**src/rtl/relay_flow_ctrl.sv**
```systemverilog
// Valid-gated relay of CYCLE stages that shifts only on an accept or a drain step.
// A flush pushes bubbles in until every resident word has been delivered downstream.
module relay_flow_ctrl #(
    parameter int CYCLE = 4,
    parameter int WIDTH = 11,
    parameter int CW    = $clog2(CYCLE + 1)
) (
    input  logic             clk,
    input  logic             rst_n,
    input  logic [WIDTH-1:0] in_data,
    input  logic             in_valid,
    output logic             in_ready,
    input  logic             flush,
    output logic [WIDTH-1:0] out_data,
    output logic             out_valid,
    input  logic             out_ready,
    output logic [CW-1:0]    occupancy,
    output logic             draining,
    output logic             flush_done
);

    typedef enum logic {RUN, DRAIN} state_t;

    state_t                        state_q, state_d;
    logic [CYCLE-1:0][WIDTH-1:0]   data_q;
    logic [CYCLE-1:0]              vbit_q;
    logic [CW-1:0]                 occ_q, occ_d;
    logic                          done_q, done_d;

    logic last_free, acc, adv, xfer;

    assign last_free = out_ready | ~vbit_q[CYCLE-1];
    assign in_ready  = last_free & (state_q == RUN);
    assign acc       = in_valid & in_ready;
    assign adv       = acc | ((state_q == DRAIN) & last_free);
    // In RUN the last word only leaves when a new one pushes it out, so validity follows in_valid.
    assign out_valid = vbit_q[CYCLE-1] & (((state_q == RUN) & in_valid) | (state_q == DRAIN));
    assign xfer      = out_valid & out_ready;

    assign out_data   = data_q[CYCLE-1];
    assign occupancy  = occ_q;
    assign draining   = (state_q == DRAIN);
    assign flush_done = done_q;

    always_comb begin
        occ_d   = occ_q + CW'(acc) - CW'(xfer);
        state_d = state_q;
        done_d  = 1'b0;
        case (state_q)
            RUN: begin
                if (flush) begin
                    if (occ_d != '0) state_d = DRAIN;
                    else             done_d  = 1'b1;
                end
            end
            DRAIN: begin
                if (occ_d == '0) begin
                    state_d = RUN;
                    done_d  = 1'b1;
                end
            end
            default: state_d = RUN;
        endcase
    end

    always_ff @(posedge clk or negedge rst_n) begin
        if (!rst_n) begin
            state_q <= RUN;
            occ_q   <= '0;
            done_q  <= 1'b0;
            data_q  <= '0;
            vbit_q  <= '0;
        end else begin
            state_q <= state_d;
            occ_q   <= occ_d;
            done_q  <= done_d;
            if (adv) begin
                // Stage 0 takes a bubble during DRAIN since acc is low there.
                data_q[0] <= in_data;
                vbit_q[0] <= acc;
                for (int i = 1; i < CYCLE; i++) begin
                    data_q[i] <= data_q[i-1];
                    vbit_q[i] <= vbit_q[i-1];
                end
            end
        end
    end

endmodule

```
**config.mk**
```make
export PLATFORM = sky130hd
export DESIGN_NAME = relay_flow_ctrl
export DESIGN_NICKNAME = d
export VERILOG_FILES = /design/src/rtl/relay_flow_ctrl.sv
export SDC_FILE = /design/constraint.sdc
export NUM_CORES = 1
export LEC_CHECK = 0
export ABC_AREA = 0
export BUFFER_PORTS_ARGS = -buffer_cell sky130_fd_sc_hd__buf_2
export CAP_MARGIN = 20
export CELL_PAD_IN_SITES_DETAIL_PLACEMENT = 1
export CELL_PAD_IN_SITES_GLOBAL_PLACEMENT = 2
export CORE_MARGIN = 2
export CORE_UTILIZATION = 43
export DETAILED_ROUTE_END_ITERATION = 7
export GPL_TIMING_DRIVEN = 0
export PLACE_DENSITY_LB_ADDON = 0.1
export SLEW_MARGIN = 20
export SYNTH_ARGS = -nofsm -noshare
export SYNTH_HDL_FRONTEND = slang
export SYNTH_SLANG_ARGS = --single-unit
```
**constraint.sdc**
```tcl
create_clock -name clk -period 5.31 [get_ports clk]
set_input_delay 1.062 -clock clk [delete_from_list [all_inputs] [get_ports clk]]
set_output_delay 1.062 -clock clk [all_outputs]
set_load 0.03 [all_outputs]
```
==> results of run 1 <==
placed cells by master, fill, tap and decap left out:
cell,Yosys,layout
a22o_1,1,1
and2_1,1,1
and3_1,1,1
buf_12,3,4
buf_2,0,33
buf_4,12,12
buf_6,1,1
bufinv_16,0,1
clkbuf_1,0,1
clkbuf_8,0,6
dfrtp_1,53,53
fa_1,1,1
ha_1,2,2
inv_1,4,4
mux2_2,17,17
mux2_4,29,29
nand2_1,2,2
nand2b_1,1,1
nor2_1,2,2
nor2_2,2,2
nor2b_4,1,1
nor3_1,1,1
o22a_1,1,1
o2bb2ai_1,1,1
or2_2,1,1
xnor2_1,2,2
routing by layer:
layer / track usage [%] / wire (um) / part of all wire [%] / vias to the layer above
li1: - / - / - / 537
met1: 17.0 / 1600 / 44 / 607
met2: 24.2 / 1880 / 51 / 27
met3: 3.65 / 144 / 3.9 / 6
met4: 5.36 / 45 / 1.2 / 0
met5: 0 / 0 / 0 / -
cells in the mapped netlist (all sizes together):
| library cell | instances | area share, % |
|---|---|---|
| dfrtp | 53 | 58 |
| mux2 | 46 | 27 |
| buf | 16 | 7.0 |
| inv | 4 | 0.66 |
| nor2 | 4 | 0.87 |
| ha | 2 | 1.1 |
| nand2 | 2 | 0.33 |
| xnor2 | 2 | 0.77 |
| a22o | 1 | 0.38 |
| and2 | 1 | 0.27 |
| and3 | 1 | 0.27 |
| fa | 1 | 0.87 |
| nand2b | 1 | 0.27 |
| nor2b | 1 | 0.60 |
| nor3 | 1 | 0.22 |
| o22a | 1 | 0.38 |
| o2bb2ai | 1 | 0.38 |
| or2 | 1 | 0.27 |
how the worst max path moves through the flow:
stage | startpoint | endpoint | depth (start not counted) | slack [ns]
2_1_floorplan | out_ready | draining$_DFF_PN0_ | 10 | 2.31
3_3_place_gp | in_valid | draining$_DFF_PN0_ | 10 | 2.29
3_5_place_dp | in_valid | draining$_DFF_PN0_ | 10 | 2.23
4_1_cts | in_valid | out_valid | 4 | 2.42
5_1_grt | in_valid | out_valid | 4 | 2.39
6_report | in_valid | out_valid | 4 | 2.42
registers in the layout, indices dropped and copies added, names as in the netlist:
register and cells:
data_q 33, out_data 11, vbit_q 4, occupancy 3, draining 1, flush_done 1
power groups by stage:
| stage | combinational (mW) | clock [mW] | sequential [mW] |
|---|---|---|---|
| after detailed placement | 0.777 | 0 | 0.704 |
| after global placement | 0.753 | 0 | 0.690 |
| after global routing | 0.826 | 0.304 | 0.719 |
| final | 0.765 | 0.276 | 0.694 |
| after floorplan | 0.608 | 0 | 0.701 |
| after CTS | 0.781 | 0.289 | 0.697 |
metrics by stage:
stage	util [%]	std cells
after floorplan	-	139
after global placement	49.8	242
after detailed placement	50.2	243
after CTS	52.4	251
after global routing	52.4	251
final	52.4	251
layout make-up:
| type | instances | area (sq um) | share of cell area (%) |
|---|---|---|---|
| Buffer | 16 | 161 | 6.03 |
| Sequential cell | 53 | 1330 | 49.5 |
| Clock buffer | 7 | 86.3 | 3.22 |
| Inverter | 4 | 15.0 | 0.560 |
| Timing Repair Buffer | 34 | 185 | 6.91 |
| Clock inverter | 1 | 30.0 | 1.12 |
| Tap cell | 70 | 87.6 | 3.27 |
| Multi-Input combinational cell | 66 | 787 | 29.4 |
cell families (layout without fill, tap and decap cells):
group,after synthesis,after routing
AND/OR/NAND/NOR,12,12
multiplexers,46,46
XOR/XNOR,2,2
adder cells (fa/ha/maj),3,3
buffers and inverters,20,62
AO/OA/AOI/OAI,3,3
flip-flops,53,53
critical path, cell delays in order:
cell and delay [ns]:
buf_2 0.12, or2_2 0.30, and2_1 0.17, buf_2 0.17
==> metrics.csv, run 1 <==
metric,value,unit
Die Y,77.0,um
global-route wire length before repair,6430,um
"wirelength, routed",3670,um
largest net degree at the start of global routing,35,
clock network power share,15.9,%
main combinational cell family by area after synthesis,multiplexers,
initial core utilization,44.8,%
synth warn,0,
io pins,34,
Layout Skew,0.0111,ns
initial antenna violation count,0,
row count,26,
Final TNS setup,0,ns
Final Hold Fails,0,
mapped cell area,2290,sq um
Final setup viols,0,
Crit Path Class,input port to output port,
"CTS clk-pin slew, worst paths",0.09,ns
count of cell types in the netlist,22,
Hold/Removal Path Class,flop to flop,
Hold Path Origin,data_q[1]$_DFFE_PN0P_,
TritonRoute pass-1 iters,4,
worst-margin pin slew,0.481,ns
RR Startpoint,draining$_DFF_PN0_,
CTS Buf Count,5,
Max-slew headroom,67.9,%
worst hold slack,0.505,ns
Layout area overhead,17.0,%
Routed Antenna Nets,0,
cells on worst reg2reg path,9,
worst vdd ir,0.000285,V
pre-CTS setup slack,2.23,ns
sequential share of power,40.0,%
clock latency on the worst-skew pair,0.30,ns
vias in the first global route,1349,
share of layout cells above drive strength 1,59.1,%
status,"complete, no violations",
# diodes,0,
post-DP HPWL,2620,um
CP Capture Type,output port,
crit path max fanout,4,
CORE AREA,5110,sq um
switch share,32.5,%
DR WL/cell,14.6,um
leakage,1.33,nW
post-layout minimum cycle time,2.89,ns
pwr dens,648,nW/um^2
syn nets,158,
Overflow after GRT,0,
net switching power,564,uW
GRT Util Overall,14.1,%
clock root buffer,clkbuf_8,
Synth Area in Compound Gates,1.15,%
#FFs+latches synth,53,
H-tree levels,2,
Logic pwr share,44.1,%
Hold EP,data_q[12]$_DFFE_PN0P_,
fin. max-slew vios,0,
Hold Crit Depth,1,
Layout Nets,199,
post-synthesis xor/xnor area fraction,0.765,%
CTS Buffer Depth,2,
Chip Width,77.0,um
Int Pwr,1.17,mW
die area,5920,sq um
Iter 0 DRT Violations,28,
multiplexer share of the synthesized area,27.4,%
Final Instance Area,2680,sq um
Post-CTS Setup Inserts,0,
CTS tree,done,
Critical Path RT,4.25,ns
R2R Setup Slk,2.94,ns
total power,1.74,mW
Simple-Gate Fraction of Synth Area,3.11,%
Hold Buf Count CTS,0,
drc violations,0,
# fillers,521,
vias per inst,4.69,
CTS resizes,0,
syn avg cell area,16.5,sq um
post-synthesis sequential area ratio,57.9,%
MaxCap Viol Count,0,
Max Fclk,347,MHz
CP startpoint kind,input port,
Final Worst Setup Slack,2.42,ns
Post-Syn Instances,139,
Post-DP Area,2560,sq um
final worst-path cycle share,54.3,%
clk sinks,53,
Routability Congestion,0.649,
IO buf count,33,
r2r endpoint,flush_done$_DFF_PN0_,
RSZ-0062 raised after global routing,false,
DR vias,1177,
CP arrival,1.82,ns
Post-Synth Adder-Cell Area,1.97,%
Power figures use the tool's default switching activity.
==> inputs of run 2 (changes only) <==
ABC_AREA = 1   (was 0)
CORE_UTILIZATION = 32   (was 43)
clock period = 2.4 ns   (was 5.31 ns; I/O delays follow)
==> run 2 against run 1 <==
Clock-buffer cell count fell by 1. Cell area fell by 0.19%. Utilization fell by 14 points.
==> metrics.csv, run 2 <==
metric,value,unit,change
leakage,1.33,nW,-0.33%
Hold Buf Count CTS,0,,unchanged
Post-CTS Setup Inserts,0,,unchanged
Logic pwr share,46.0,%,+1.9 points
global-route wire length before repair,7620,um,+18%
CORE AREA,6870,sq um,+34%
IO buf count,33,,unchanged
Post-DP Area,2580,sq um,+0.63%
Area contributors post-synth,"dfrtp_1 58%, a21oi_2 8.4%, nand2_1 5.7%",,
DR WL/cell,11.9,um,-18%
sequential cell area,1330,sq um,unchanged
"wirelength, routed",4300,um,+17%
clk sinks,53,,unchanged
Critical Path RT,2.61,ns,-1.64 ns
count of cell types in the netlist,15,,-32%
synth warn,0,,unchanged
clock root buffer,clkbuf_8,,
Int Pwr,2.22,mW,+89%
CTS Buffer Depth,2,,unchanged
final worst-path cycle share,92.4,%,
Routability Congestion,0.741,,+14%
Layout Nets,283,,+42%
io pins,34,,unchanged
vias per inst,4.15,,-11%
Max-slew headroom,54.5,%,-13 points
H-tree levels,2,,unchanged
vias in the first global route,1554,,+15%
worst vdd ir,0.000354,V,+24%
"CTS clk-pin slew, worst paths",0.09,ns,about the same
pwr dens,1410,nW/um^2,+120%
die area,7840,sq um,+32%
CTS Buf Count,5,,unchanged
# diodes,0,,unchanged
initial antenna violation count,0,,unchanged
CP Capture Type,flop,,
R2R Setup Slk,0.18,ns,-2.76 ns
post-synthesis async set-or-reset flop share,100,%,unchanged
Overflow after GRT,0,,unchanged
post-DP HPWL,3060,um,+17%
CP arrival,2.42,ns,+0.60 ns
worst-margin pin slew,0.683,ns,+0.201 ns
Final TNS setup,0,ns,unchanged
clock network power share,13.7,%,-2.2 points
biggest area consumer among synthesized cells,dfrtp_1,,
ys flop type,dfrtp_1,,
"most common cell after layout, fill and taps aside",dfrtp_1,,
mapped cell area,2290,sq um,about the same
share of layout cells above drive strength 1,36.7,%,-22 points
cell with the most instances after synthesis,dfrtp_1,,
post-synthesis sequential area ratio,58.0,%,about the same
multi-input logic area,669,sq um,-15%
Hold/Removal Path Class,input port to async pin,,
TritonRoute pass-1 iters,2,,-2
syn avg cell area,10.2,sq um,-38%
Largest register FFs,33,,unchanged
drc violations,0,,unchanged
Synth top cells by count,"53 x dfrtp_1, 35 x nand2_1, 31 x inv_1, 22 x a21oi_2",,
#FFs+latches synth,53,,unchanged
Final Instance Area,2670,sq um,-0.19%
Iter 0 DRT Violations,61,,+120%
switch share,41.1,%,+8.6 points
DR vias,1494,,+27%
Max Fclk,451,MHz,
Post-Syn Instances,224,,+61%
Finished Core Util,38.9,%,-14 points
Final Hold Fails,0,,unchanged
Routed Antenna Nets,0,,unchanged
largest net degree at the start of global routing,54,,+54%
clock latency on the worst-skew pair,0.30,ns,about the same
syn nets,243,,+54%
most frequent cells in the layout,"53 x dfrtp_1, 35 x nand2_1, 32 x buf_2",,
initial core utilization,33.3,%,-12 points
MaxCap Viol Count,0,,unchanged
Chip Width,88.6,um,+15%
fin. max-slew vios,0,,unchanged
Crit Path Class,flop to flop,,
status,"complete, no violations",,
Final setup viols,0,,unchanged
CP startpoint kind,flop,,
post-layout minimum cycle time,2.22,ns,
Die Y,88.6,um,+15%
RSZ-0062 raised after global routing,false,,
Largest Register,data_q,,
CTS tree,done,,
row count,30,,+15%
GRT Util Overall,12.9,%,-1.2 points
crit path max fanout,6,,+2
Layout area overhead,16.8,%,
Layout Skew,0.00489,ns,-0.00616 ns
Yosys top cell area share,58.0,%,about the same
sequential share of power,40.3,%,+0.3 points
# fillers,804,,+54%
Post-synth EDFFs,0,,unchanged
net switching power,1.55,mW,+170%
==> run 2: cell types whose count changed in the layout (fill, tap and decap cells not counted), moves of 11 or more <==
cell     previous run  this run
nor2_2              2        13
o21ai_1             0        17
a21oi_2             0        22
nor2_1              2        16
inv_1               4        30
nand2_1             2        35
mux2_4             29         0
mux2_2             17         0
==> run 2: stage by stage <==
| stage | hold WS (ns) | power, mW | std cells | setup slack, ns |
|---|---|---|---|---|
| finish | 0.205 | 3.77 | 360 | 0.183 |
| global placement | 0.453 | 3.27 | 353 | 0.0353 |
| detailed placement | 0.467 | 3.31 | 353 | -0.00502 |
| global route | 0.259 | 4.12 | 360 | 0.0237 |
| CTS | 0.240 | 3.84 | 360 | 0.139 |
| floorplan | 0.184 | 2.87 | 224 | 0.0343 |
==> run 2: power by group through the flow <==
stage / clock network (mW) / logic (mW) / registers (mW)
floorplan: 0 / 1.31 / 1.56
global placement: 0 / 1.74 / 1.53
detailed placement: 0 / 1.77 / 1.54
CTS: 0.542 / 1.78 / 1.52
global route: 0.581 / 1.96 / 1.58
finish: 0.517 / 1.73 / 1.52
==> run 2: layout make-up <==
class                           instances  area share (%)
Sequential cell                        53            49.6
Inverter                               31            4.35
Clock inverter                          1           0.281
Tap cell                               96            4.49
Buffer                                 21            6.88
Clock buffer                            6            3.09
Multi-Input combinational cell        119            25.0
Timing Repair Buffer                   33            6.27
==> run 2: timing repair <==
| action | CTS | global route |
|---|---|---|
| resized for setup | 0 | 2 |
| endpoints found under the hold margin | 0 | 0 |
| setup endpoints to repair | 0 | 1 |
==> run 2: critical path, stage by stage, from the launching register on <==
cell and delay, ns:
dfrtp_1 0.45, nor2_4 0.09, nor3b_1 0.25, ha_1 0.28
inv_1 0.06, ha_1 0.13, inv_1 0.05, fa_1 0.47
inv_1 0.05, nor2_1 0.08, nand3_1 0.11, nand2_1 0.08
inv_1 0.03
==> run 2: worst paths after layout <==
path / depth (start not counted) / end / from
max: 12 / draining$_DFF_PN0_ / draining$_DFF_PN0_
min: 1 / out_data[9]$_DFFE_PN0P_ / rst_n
max reg2reg: 12 / draining$_DFF_PN0_ / draining$_DFF_PN0_
min reg2reg: 2 / data_q[21]$_DFFE_PN0P_ / data_q[10]$_DFFE_PN0P_
max in group asynchronous: 1 / vbit_q[3]$_DFFE_PN0P_ / rst_n
min in group clk: 3 / data_q[4]$_DFFE_PN0P_ / in_data[4]
==> run 2: logic make-up (layout without fill, tap and decap cells) <==
| group | after synthesis | after routing | share of synthesized area [%] |
|---|---|---|---|
| AO/OA/AOI/OAI | 48 | 48 | 14.1 |
| buffers and inverters | 52 | 92 | 13.1 |
| adder cells (fa/ha/maj) | 3 | 3 | 1.97 |
| flip-flops | 53 | 53 | 58.0 |
| AND/OR/NAND/NOR | 68 | 68 | 12.8 |
==> run 2: layer usage <==
layer	track usage [%]	vias up	wire (um)	share of wire, %
met5	0	-	0	0
met4	3.72	0	51	1.2
met3	3.36	5	170	4.0
met2	20.3	29	1910	44
met1	17.6	701	2170	50
li1	-	759	-	-
